==> config.mk <==
export PLATFORM = sky130hd
export DESIGN_NAME = id_stage_ctrl_flat
export DESIGN_NICKNAME = d
export VERILOG_FILES = /design/src/rtl/id_stage_ctrl_if.sv /design/src/rtl/id_stage_ctrl.sv /design/src/flat_wrapper.sv
export SDC_FILE = /design/constraint.sdc
export NUM_CORES = 1
export LEC_CHECK = 0
export ABC_AREA = 1
export BUFFER_PORTS_ARGS = -buffer_cell sky130_fd_sc_hd__buf_2
export CAP_MARGIN = 20
export CORE_ASPECT_RATIO = 1.1
export CORE_UTILIZATION = 44
export CTS_CLUSTER_DIAMETER = 30
export DETAILED_ROUTE_END_ITERATION = 8
export GPL_ROUTABILITY_DRIVEN = 1
export PLACE_DENSITY = 0.87
export SYNTH_ARGS = -nofsm -noshare
export SYNTH_HDL_FRONTEND = slang
export SYNTH_SLANG_ARGS = --single-unit
==> constraint.sdc <==
create_clock -name clk -period 1.5 [get_ports clk]
set_clock_uncertainty 0.05 [all_clocks]
set_input_delay 0.3 -clock clk [delete_from_list [all_inputs] [get_ports clk]]
set_output_delay 0.3 -clock clk [all_outputs]
set_load 0.005 [all_outputs]
==> src/rtl/id_stage_ctrl_if.sv <==
// Fetch/decode/execute-facing signal bundle of the decode-stage sequencer.
// The slave modport is the sequencer; the master modport is whoever drives fetch and observes EX.
interface id_stage_ctrl_if;
  logic [31:0] f_instr;
  logic [31:0] f_pc;
  logic        f_valid;
  logic        ex_redirect;
  logic        f_stall;
  logic [24:0] d_imm;
  logic [2:0]  d_immsrc;
  logic [4:0]  d_rs1;
  logic [4:0]  d_rs2;
  logic        e_valid;
  logic [31:0] e_pc;
  logic [4:0]  e_rd;
  logic [2:0]  e_immsrc;
  logic        e_regwrite;
  logic        e_memread;
  logic        e_memwrite;
  logic        e_illegal;
  logic        bubble_st;

  modport master (
    output f_instr, f_pc, f_valid, ex_redirect,
    input  f_stall, d_imm, d_immsrc, d_rs1, d_rs2, e_valid, e_pc, e_rd,
           e_immsrc, e_regwrite, e_memread, e_memwrite, e_illegal, bubble_st
  );

  modport slave (
    input  f_instr, f_pc, f_valid, ex_redirect,
    output f_stall, d_imm, d_immsrc, d_rs1, d_rs2, e_valid, e_pc, e_rd,
           e_immsrc, e_regwrite, e_memread, e_memwrite, e_illegal, bubble_st
  );
endinterface

==> src/rtl/id_stage_ctrl.sv <==
// Decode-stage sequencer: owns IF/ID, drives the immediate extender, inserts
// one-cycle load-use bubbles, handles EX redirect flushes and registers ID/EX.
module id_stage_ctrl #(
  parameter logic [31:0] NOP_INSTR = 32'h0000_0013,
  parameter bit          IGNORE_X0 = 1'b1
) (
  input  logic           clk,
  input  logic           rst,
  id_stage_ctrl_if.slave bus
);

  typedef enum logic {RUN, BUBBLE} state_e;

  typedef struct packed {
    logic [2:0] immsrc;
    logic       regwrite;
    logic       memread;
    logic       memwrite;
    logic       use_rs1;
    logic       use_rs2;
    logic       illegal;
  } dec_t;

  typedef struct packed {
    logic        valid;
    logic [31:0] pc;
    logic [4:0]  rd;
    logic [2:0]  immsrc;
    logic        regwrite;
    logic        memread;
    logic        memwrite;
    logic        illegal;
  } idex_t;

  function automatic dec_t decode(input logic [6:0] op);
    dec_t d;
    d = '0;
    case (op)
      7'b0000011: begin d.memread = 1'b1; d.regwrite = 1'b1; d.use_rs1 = 1'b1; end
      7'b0010011,
      7'b1100111: begin d.regwrite = 1'b1; d.use_rs1 = 1'b1; end
      7'b0100011: begin d.immsrc = 3'b001; d.memwrite = 1'b1; d.use_rs1 = 1'b1; d.use_rs2 = 1'b1; end
      7'b1100011: begin d.immsrc = 3'b010; d.use_rs1 = 1'b1; d.use_rs2 = 1'b1; end
      7'b1101111: begin d.immsrc = 3'b011; d.regwrite = 1'b1; end
      7'b0110111,
      7'b0010111: begin d.immsrc = 3'b100; d.regwrite = 1'b1; end
      7'b0110011: begin d.regwrite = 1'b1; d.use_rs1 = 1'b1; d.use_rs2 = 1'b1; end
      default:    d.illegal = 1'b1;
    endcase
    return d;
  endfunction

  logic [31:0] ifid_instr_q;
  logic [31:0] ifid_pc_q;
  logic        ifid_valid_q;
  idex_t       ex_q;
  idex_t       ex_d;
  state_e      state_q;
  dec_t        dec;
  logic [4:0]  rs1;
  logic [4:0]  rs2;
  logic        hazard;
  logic        stall_ins;

  // ---- ID: combinational decode from IF/ID ----
  always_comb begin
    dec    = decode(ifid_instr_q[6:0]);
    rs1    = ifid_instr_q[19:15];
    rs2    = ifid_instr_q[24:20];
    hazard = ifid_valid_q && ex_q.valid && ex_q.memread &&
             (ex_q.rd != 5'd0 || !IGNORE_X0) &&
             ((dec.use_rs1 && rs1 == ex_q.rd) || (dec.use_rs2 && rs2 == ex_q.rd));
    // Hazard is masked in BUBBLE, which bounds every stall to one cycle.
    stall_ins = hazard && (state_q == RUN);

    ex_d = '0;
    if (ifid_valid_q) begin
      ex_d.valid    = 1'b1;
      ex_d.pc       = ifid_pc_q;
      ex_d.rd       = ifid_instr_q[11:7];
      ex_d.immsrc   = dec.immsrc;
      ex_d.regwrite = dec.regwrite;
      ex_d.memread  = dec.memread;
      ex_d.memwrite = dec.memwrite;
      ex_d.illegal  = dec.illegal;
    end
  end

  // ---- IF/ID, ID/EX and sequencer state ----
  always_ff @(posedge clk) begin
    if (rst || bus.ex_redirect) begin
      ifid_instr_q <= NOP_INSTR;
      ifid_pc_q    <= '0;
      ifid_valid_q <= 1'b0;
      ex_q         <= '0;
      state_q      <= RUN;
    end else if (stall_ins) begin
      ex_q    <= '0;
      state_q <= BUBBLE;
    end else begin
      ifid_instr_q <= bus.f_instr;
      ifid_pc_q    <= bus.f_pc;
      ifid_valid_q <= bus.f_valid;
      ex_q         <= ex_d;
      state_q      <= RUN;
    end
  end

  assign bus.f_stall    = !rst && !bus.ex_redirect && stall_ins;
  assign bus.d_imm      = ifid_instr_q[31:7];
  assign bus.d_immsrc   = dec.immsrc;
  assign bus.d_rs1      = rs1;
  assign bus.d_rs2      = rs2;
  assign bus.e_valid    = ex_q.valid;
  assign bus.e_pc       = ex_q.pc;
  assign bus.e_rd       = ex_q.rd;
  assign bus.e_immsrc   = ex_q.immsrc;
  assign bus.e_regwrite = ex_q.regwrite;
  assign bus.e_memread  = ex_q.memread;
  assign bus.e_memwrite = ex_q.memwrite;
  assign bus.e_illegal  = ex_q.illegal;
  assign bus.bubble_st  = (state_q == BUBBLE);

endmodule

==> src/flat_wrapper.sv <==
// flat-port wrapper written by rule: the top's interface ports become plain ports
module id_stage_ctrl_flat 
#(
  parameter logic [31:0] NOP_INSTR = 32'h0000_0013,
  parameter bit          IGNORE_X0 = 1'b1
)
  (clk, rst, bus_f_instr, bus_f_pc, bus_f_valid, bus_ex_redirect, bus_f_stall, bus_d_imm, bus_d_immsrc, bus_d_rs1, bus_d_rs2, bus_e_valid, bus_e_pc, bus_e_rd, bus_e_immsrc, bus_e_regwrite, bus_e_memread, bus_e_memwrite, bus_e_illegal, bus_bubble_st);
  id_stage_ctrl_if bus_i ();
  input  logic clk;
  input  logic rst;
  input wire logic [$bits(bus_i.f_instr)-1:0] bus_f_instr;
  input wire logic [$bits(bus_i.f_pc)-1:0] bus_f_pc;
  input wire logic [$bits(bus_i.f_valid)-1:0] bus_f_valid;
  input wire logic [$bits(bus_i.ex_redirect)-1:0] bus_ex_redirect;
  output wire logic [$bits(bus_i.f_stall)-1:0] bus_f_stall;
  output wire logic [$bits(bus_i.d_imm)-1:0] bus_d_imm;
  output wire logic [$bits(bus_i.d_immsrc)-1:0] bus_d_immsrc;
  output wire logic [$bits(bus_i.d_rs1)-1:0] bus_d_rs1;
  output wire logic [$bits(bus_i.d_rs2)-1:0] bus_d_rs2;
  output wire logic [$bits(bus_i.e_valid)-1:0] bus_e_valid;
  output wire logic [$bits(bus_i.e_pc)-1:0] bus_e_pc;
  output wire logic [$bits(bus_i.e_rd)-1:0] bus_e_rd;
  output wire logic [$bits(bus_i.e_immsrc)-1:0] bus_e_immsrc;
  output wire logic [$bits(bus_i.e_regwrite)-1:0] bus_e_regwrite;
  output wire logic [$bits(bus_i.e_memread)-1:0] bus_e_memread;
  output wire logic [$bits(bus_i.e_memwrite)-1:0] bus_e_memwrite;
  output wire logic [$bits(bus_i.e_illegal)-1:0] bus_e_illegal;
  output wire logic [$bits(bus_i.bubble_st)-1:0] bus_bubble_st;
  assign bus_i.f_instr = bus_f_instr;
  assign bus_i.f_pc = bus_f_pc;
  assign bus_i.f_valid = bus_f_valid;
  assign bus_i.ex_redirect = bus_ex_redirect;
  assign bus_f_stall = bus_i.f_stall;
  assign bus_d_imm = bus_i.d_imm;
  assign bus_d_immsrc = bus_i.d_immsrc;
  assign bus_d_rs1 = bus_i.d_rs1;
  assign bus_d_rs2 = bus_i.d_rs2;
  assign bus_e_valid = bus_i.e_valid;
  assign bus_e_pc = bus_i.e_pc;
  assign bus_e_rd = bus_i.e_rd;
  assign bus_e_immsrc = bus_i.e_immsrc;
  assign bus_e_regwrite = bus_i.e_regwrite;
  assign bus_e_memread = bus_i.e_memread;
  assign bus_e_memwrite = bus_i.e_memwrite;
  assign bus_e_illegal = bus_i.e_illegal;
  assign bus_bubble_st = bus_i.bubble_st;
  id_stage_ctrl #(.NOP_INSTR(NOP_INSTR), .IGNORE_X0(IGNORE_X0)) u_core (.clk(clk), .rst(rst), .bus(bus_i));
endmodule
# Yosys cells after proc, flatten, opt, wreduce, memory -nomap -nowiden
# Index checks and enable logic that the tools add are counted.
[totals]
regBits = 111
inputBits = 68
out_inout_bits = 85
elab_cells = 55
[op_classes]
eq_ne = 11
mux = 9
bitwise = 2
n_reduce_logical = 21
[op_table]
columns = ["cell", "count"]
rows = [
  ["$mux W45", 1],
  ["$eq A7 B6 Y1 const B", 3],
  ["$eq A7 B7 Y1 const B", 3],
  ["$eq A7 B5 Y1 const B", 2],
  ["$pmux W3 S4", 1],
  ["$eq A5 B5 Y1", 2],
  ["$logic_and A1 B1 Y1", 9],
  ["$reduce_or A9 Y1", 1],
  ["$eq A7 B2 Y1 const B", 1],
  ["$mux W1", 7],
  ["$reduce_or A7 Y1", 1],
  ["$reduce_or A3 Y1", 2],
  ["$reduce_or A6 Y1", 1],
  ["$reduce_bool A5 Y1", 1],
  ["$reduce_or A2 Y1", 2],
  ["$logic_not A1 Y1", 2],
  ["$logic_or A1 B1 Y1", 2],
  ["$not A1 Y1", 2],
]

# Longest topological paths before layout
[depth]
ltp_word = 8
depth_mapped = 12
ltp_nobuf = 11

# Worst setup path after synthesis
# Ideal clock, no wire load.
[synth_timing]
path_kind = "register to output"
start = "register u_core.ifid_instr_q[2]"
end = "output bus_f_stall"
t_arrival_ns = 1.228
t_required_ns = 1.150
path_slack_ns = -0.078
stages_incl_launch_ff = 9
path_buffers = 1
cell_sequence = "dfxtp_1 > nor2_2 > nand2_2 > a21oi_2 > nand4_1 > nand2_2 > nand3_2 > inv_2 > buf_4"
[synth_between]
elab_chain_cells = 8
word_cells_on_any_way = 16
cone_classes = "eq/ne (6); mux (2); reduce/logical (8)"
[synth_lines]
columns = ["item", "line_no", "text"]
rows = [
  ["from (decl)", "id_stage_ctrl.sv:53", "logic [31:0] ifid_instr_q;"],
  ["from (signal assigned)", "id_stage_ctrl.sv:101", "ifid_instr_q <= bus.f_instr;"],
  ["$eq A7 B2 Y1 (tied with other cells)", "id_stage_ctrl.sv:38", "case (op)"],
  ["$reduce_or A6 Y1 (no source line) / $reduce_or A3 Y1 (equally long branches)", "-", ""],
  ["$mux W1", "id_stage_ctrl.sv:38", ""],
  ["$logic_and A1 B1 Y1", "id_stage_ctrl.sv:72", "((dec.use_rs1 && rs1 == ex_q.rd) || (dec.use_rs2 && rs2 == ex_q.rd));"],
  ["$logic_or A1 B1 Y1 *", "id_stage_ctrl.sv:72", ""],
  ["$logic_and A1 B1 Y1 *", "id_stage_ctrl.sv:71", "(ex_q.rd != 5'd0 || !IGNORE_X0) &&"],
  ["$logic_and A1 B1 Y1 *", "id_stage_ctrl.sv:74", "stall_ins = hazard && (state_q == RUN);"],
  ["$logic_and A1 B1 Y1 *", "id_stage_ctrl.sv:109", "assign bus.f_stall = !rst && !bus.ex_redirect && stall_ins;"],
  ["to (decl)", "flat_wrapper.sv:15", "output wire logic [$bits(bus_i.f_stall)-1:0] bus_f_stall;"],
]
# Every way passes the cells marked *; elsewhere a longest branch is shown, timed or not.

# Worst setup path in the final report
[layout_timing]
start = "register u_core.ifid_instr_q[4]"
end = "output bus_f_stall"
# The elaborated chain is that of the path after synthesis.

==> flow_metrics.env <==
export IMPL_crit_slowest_cell="sky130_fd_sc_hd__dfxtp_4"
export IMPL_post_dp_hpwl_mm=7.40
export IMPL_std_cell_rows=36
export IMPL_slew_limit_headroom_pct=48.1
export IMPL_fillCellCount=562
export IMPL_io_buffers=152
export IMPL_setup_viol=115
export IMPL_start_util_pct=46.1
export IMPL_synth_seq_area_share_pct=53.2
export IMPL_grt_pass1_vias=4022
export IMPL_power_leakage_nw=3.10
export IMPL_fmaxAchievable_ghz=0.476
export IMPL_area_growth_synth_to_final_pct=61.5
export IMPL_met1Wirelength_mm=5.24
export IMPL_antenna_violations_before_repair=0
export IMPL_pwr_share_seq_pct=56.1
export IMPL_internal_power_mw=3.99
export IMPL_syn_mean_instance_area_um2=8.59
export IMPL_nNetsFinal=750
export IMPL_layout_worst_path_cycle_share_pct=140
export IMPL_crit_arrival_ns=1.75
export IMPL_clock_sinks=111
export IMPL_violated_checks="setup timing"
export IMPL_detailroute_wirelength_met3_um=733
export IMPL_rsz0062_at_grt="yes"
export IMPL_grt_pass1_wl_mm=20.4
export IMPL_drt_vias_per_instance=5.11
export IMPL_critical_path_cell_chain="inv_4 > nand2_8 > nor2_4 > nand2_2 > nand2_4 > nor2_4 > nor2_4 > nand3_4 > inv_2 > buf_2"
export IMPL_rd_place_congestion=0.886
export IMPL_fraction_of_layout_instances_using_a_drive_strength_above_1_pct=63.6
export IMPL_core_util_final_pct=74.5
export IMPL_drt_iter0_markers=207
export IMPL_total_number_of_vias=4093
export IMPL_run_status="finished, violations left"
export IMPL_report_final_hold_viol_count=0
export IMPL_worstSetupStartpointType="flop"
export IMPL_detail_route_drc_violations=0
export IMPL_ys_warn_count=0
export IMPL_clk_root_buffer_cell="sky130_fd_sc_hd__clkbuf_8"
export IMPL_design_power_total_mw=5.45
export IMPL_tightestPinTransition_ns=0.778
export IMPL_final_critical_path_setup_slack_ns=-0.600
export IMPL_p_clk_share_pct=32.0
export IMPL_syn_inst=486
export IMPL_die_area_mm2=0.00989
export IMPL_critical_path_most_common_cell="sky130_fd_sc_hd__nor2_4"
export IMPL_antennaDiodeCount=0
export IMPL_drt_wl_total_mm=14.3
export IMPL_core_mm2=0.00905
export IMPL_worstSetupPathType="flop to output pin"
export IMPL_cellPowerDensity_mw_per_mm2=809
export IMPL_cts_tree="yes"
export IMPL_floorplan_die_height_um=104
export IMPL_synth_ff_latch_count=111
export IMPL_hold_class="input port to flop"
export IMPL_cts_buffers=9
export IMPL_routed_wl_met2_mm=7.59
export IMPL_hold_buffers=0
export IMPL_ant_nets=0
export IMPL_hold_worst_slack_ns=0.0500
export IMPL_portion_of_total_power_attributed_to_combinational_logic_pct=11.9
export IMPL_maxCapViolCount=0
export IMPL_netlist_area_mm2=0.00418
export IMPL_largest_net_degree_at_the_start_of_global_routing=41
export IMPL_route_top_layer_used="met4"
export IMPL_unique_masters_post_synth=28
export IMPL_endpoint_kind="output pin"
export IMPL_finalInstanceArea_mm2=0.00675
export IMPL_globalRoute_totalOverflow=0
export IMPL_worst_setup_hold_path_clk_slew_ns=0.11
export IMPL_worstPathRequired_ns=1.15
export IMPL_netSwitchingFraction_pct=26.9
export IMPL_skew_pair_late_insertion_delay_ns=0.39
export IMPL_cts_max_level=3
export IMPL_drt_first_pass_iters=4
export IMPL_die_w_um=94.9
export IMPL_critPathMaxStageDelay_ns=0.39
export IMPL_maxSlewViolCount=0
export IMPL_post_drt_wl_per_cell_um=17.9
export IMPL_power_ir_vdd_worst_uv=460
export IMPL_placement_cell_area_mm2=0.00507
export IMPL_worstPathMaxFanout=3
export IMPL_num_io_pins=153
export IMPL_syn_nets=554
export IMPL_fin_crit_ns=2.10
export IMPL_clockBufferDepth=2
export IMPL_gr_usage_all_layers_pct=27.4
export IMPL_power_switching_mw=1.47
[kinds of logic (layout without fill, tap and decap cells)]
logic type / after synthesis / in the layout / share of synthesized area, %
compound gates: 49 / 49 / 8.66
xor+xnor: 3 / 3 / 0.629
buf+inv: 124 / 324 / 15.7
flops: 111 / 111 / 53.2
simple gates: 199 / 200 / 21.8
[registers in the layout, summed over array words and instances, names as in the netlist]
register               flops
u_core.ifid_pc_q          32
u_core.bus.e_memread       1
u_core.bus.bubble_st       1
u_core.bus.e_regwrite      1
u_core.bus.e_immsrc        3
u_core.bus.e_memwrite      1
u_core.ifid_valid_q        1
u_core.ifid_instr_q       32
u_core.bus.e_pc           32
u_core.bus.e_rd            5
u_core.bus.e_valid         1
u_core.bus.e_illegal       1
[metrics by stage]
| step | instances | worst slack [ns] | setup TNS [ns] |
|---|---|---|---|
| after floorplan | 486 | -0.0577 | -0.0577 |
| after global placement | 739 | -0.131 | -11.13 |
| after detailed placement | 739 | -0.250 | -20.77 |
| after CTS | 802 | -0.494 | -41.22 |
| after global routing | 801 | -0.647 | -52.42 |
| final | 801 | -0.600 | -47.98 |
[power by group through the flow]
| stage | combinational (mW) | clock [mW] | sequential (mW) |
|---|---|---|---|
| 4_1_cts | 0.564 | 1.76 | 3.05 |
| 6_report | 0.648 | 1.75 | 3.06 |
| 3_3_place_gp | 0.402 | 0 | 3.12 |
| 2_1_floorplan | 0.243 | 0 | 3.12 |
| 5_1_grt | 0.693 | 1.90 | 3.07 |
| 3_5_place_dp | 0.418 | 0 | 3.12 |
[timing repair]
action	in CTS	in global routing
hold endpoints to repair	0	0
setup buffers	37	12
resized for setup	164	104
setup endpoints to repair	114	115
gates cloned	11	1
pin swaps	28	19
[routing by layer]
layer / global-route usage, % / vias to the layer above
met5: 0 / -
met4: 15.2 / 0
met3: 5.63 / 59
met2: 47.5 / 182
met1: 30.7 / 1962
li1: - / 1890
[path summary, 6_finish.rpt]
kind / end / from / slack (ns) / depth (start not counted)
worst max-delay path: bus_f_stall / u_core.ifid_instr_q[4] / -0.60 / 10
worst min-delay path: u_core.ifid_instr_q[1] / bus_f_instr[1] / 0.05 / 2
worst max register to register: u_core.ifid_pc_q[16] / u_core.ifid_instr_q[4] / -0.58 / 13
worst min register to register: u_core.ifid_instr_q[14] / u_core.ifid_instr_q[14] / 0.41 / 2
[layout by cell type (no fill, tap or decap), types with 4 or more instances in the layout]
cell | synthesis | routed
sky130_fd_sc_hd__buf_12 | 0 | 18
sky130_fd_sc_hd__buf_2 | 11 | 151
sky130_fd_sc_hd__buf_4 | 39 | 53
sky130_fd_sc_hd__buf_6 | 4 | 14
sky130_fd_sc_hd__buf_8 | 0 | 4
sky130_fd_sc_hd__clkbuf_8 | 0 | 10
sky130_fd_sc_hd__dfxtp_1 | 111 | 98
sky130_fd_sc_hd__dfxtp_2 | 0 | 7
sky130_fd_sc_hd__dfxtp_4 | 0 | 6
sky130_fd_sc_hd__inv_1 | 60 | 54
sky130_fd_sc_hd__inv_2 | 3 | 7
sky130_fd_sc_hd__nand2_1 | 60 | 52
sky130_fd_sc_hd__nand2_2 | 4 | 8
sky130_fd_sc_hd__nand3_1 | 68 | 15
sky130_fd_sc_hd__nand3_2 | 1 | 40
sky130_fd_sc_hd__nand3_4 | 1 | 15
sky130_fd_sc_hd__nand4_1 | 4 | 4
sky130_fd_sc_hd__nor2_1 | 51 | 12
sky130_fd_sc_hd__nor2_2 | 2 | 13
sky130_fd_sc_hd__nor2_4 | 2 | 30
sky130_fd_sc_hd__o21ai_1 | 1 | 8
sky130_fd_sc_hd__o21ai_2 | 30 | 36
[synthesized netlist by cell type]
| library cell | instances | area share (%) |
|---|---|---|
| sky130_fd_sc_hd__nand3_1 | 68 | 8.1 |
| sky130_fd_sc_hd__nand4_1 | 4 | 0.60 |
| sky130_fd_sc_hd__nand2_1 | 60 | 5.4 |
| sky130_fd_sc_hd__xnor2_1 | 2 | 0.42 |
| sky130_fd_sc_hd__nand3_2 | 1 | 0.24 |
| sky130_fd_sc_hd__inv_1 | 60 | 5.4 |
| sky130_fd_sc_hd__a21oi_2 | 1 | 0.21 |
| sky130_fd_sc_hd__nor3b_1 | 1 | 0.18 |
| sky130_fd_sc_hd__nor2_2 | 2 | 0.30 |
| sky130_fd_sc_hd__a21oi_1 | 2 | 0.24 |
| sky130_fd_sc_hd__xor2_1 | 1 | 0.21 |
| sky130_fd_sc_hd__nand2_2 | 4 | 0.60 |
| sky130_fd_sc_hd__inv_2 | 3 | 0.27 |
| sky130_fd_sc_hd__nand2_4 | 1 | 0.27 |
| sky130_fd_sc_hd__o21ai_0 | 15 | 1.8 |
| sky130_fd_sc_hd__buf_6 | 4 | 1.1 |
| sky130_fd_sc_hd__nor2_1 | 51 | 4.6 |
| sky130_fd_sc_hd__nor2_4 | 2 | 0.54 |
| sky130_fd_sc_hd__nor3_1 | 2 | 0.24 |
| sky130_fd_sc_hd__buf_1 | 4 | 0.36 |
| sky130_fd_sc_hd__dfxtp_1 | 111 | 53 |
| sky130_fd_sc_hd__clkbuf_1 | 3 | 0.27 |
| sky130_fd_sc_hd__or2_2 | 2 | 0.30 |
| sky130_fd_sc_hd__o21ai_1 | 1 | 0.12 |
| sky130_fd_sc_hd__nand3_4 | 1 | 0.42 |
| sky130_fd_sc_hd__buf_2 | 11 | 1.3 |
| sky130_fd_sc_hd__o21ai_2 | 30 | 6.3 |
| sky130_fd_sc_hd__buf_4 | 39 | 7.0 |
[final cells by class]
type                       instances  area (µm²)  area share, %
tap                              114         143           2.11
multi-input combinational        252        2050           30.3
sequential                       111        2250           33.4
clock buffer                      10         138           2.04
inverter                          63         244           3.62
clock inverter                     6        50.0          0.742
timing repair buffer             245        1870           27.7
[worst max-delay path, delay by kind of cell (launching register included)]
family	cells	cell delay, ns
buffers and inverters	3	0.27
AND/OR/NAND/NOR	7	0.70
flip-flops	1	0.39
(Power assumes the default switching activity.)
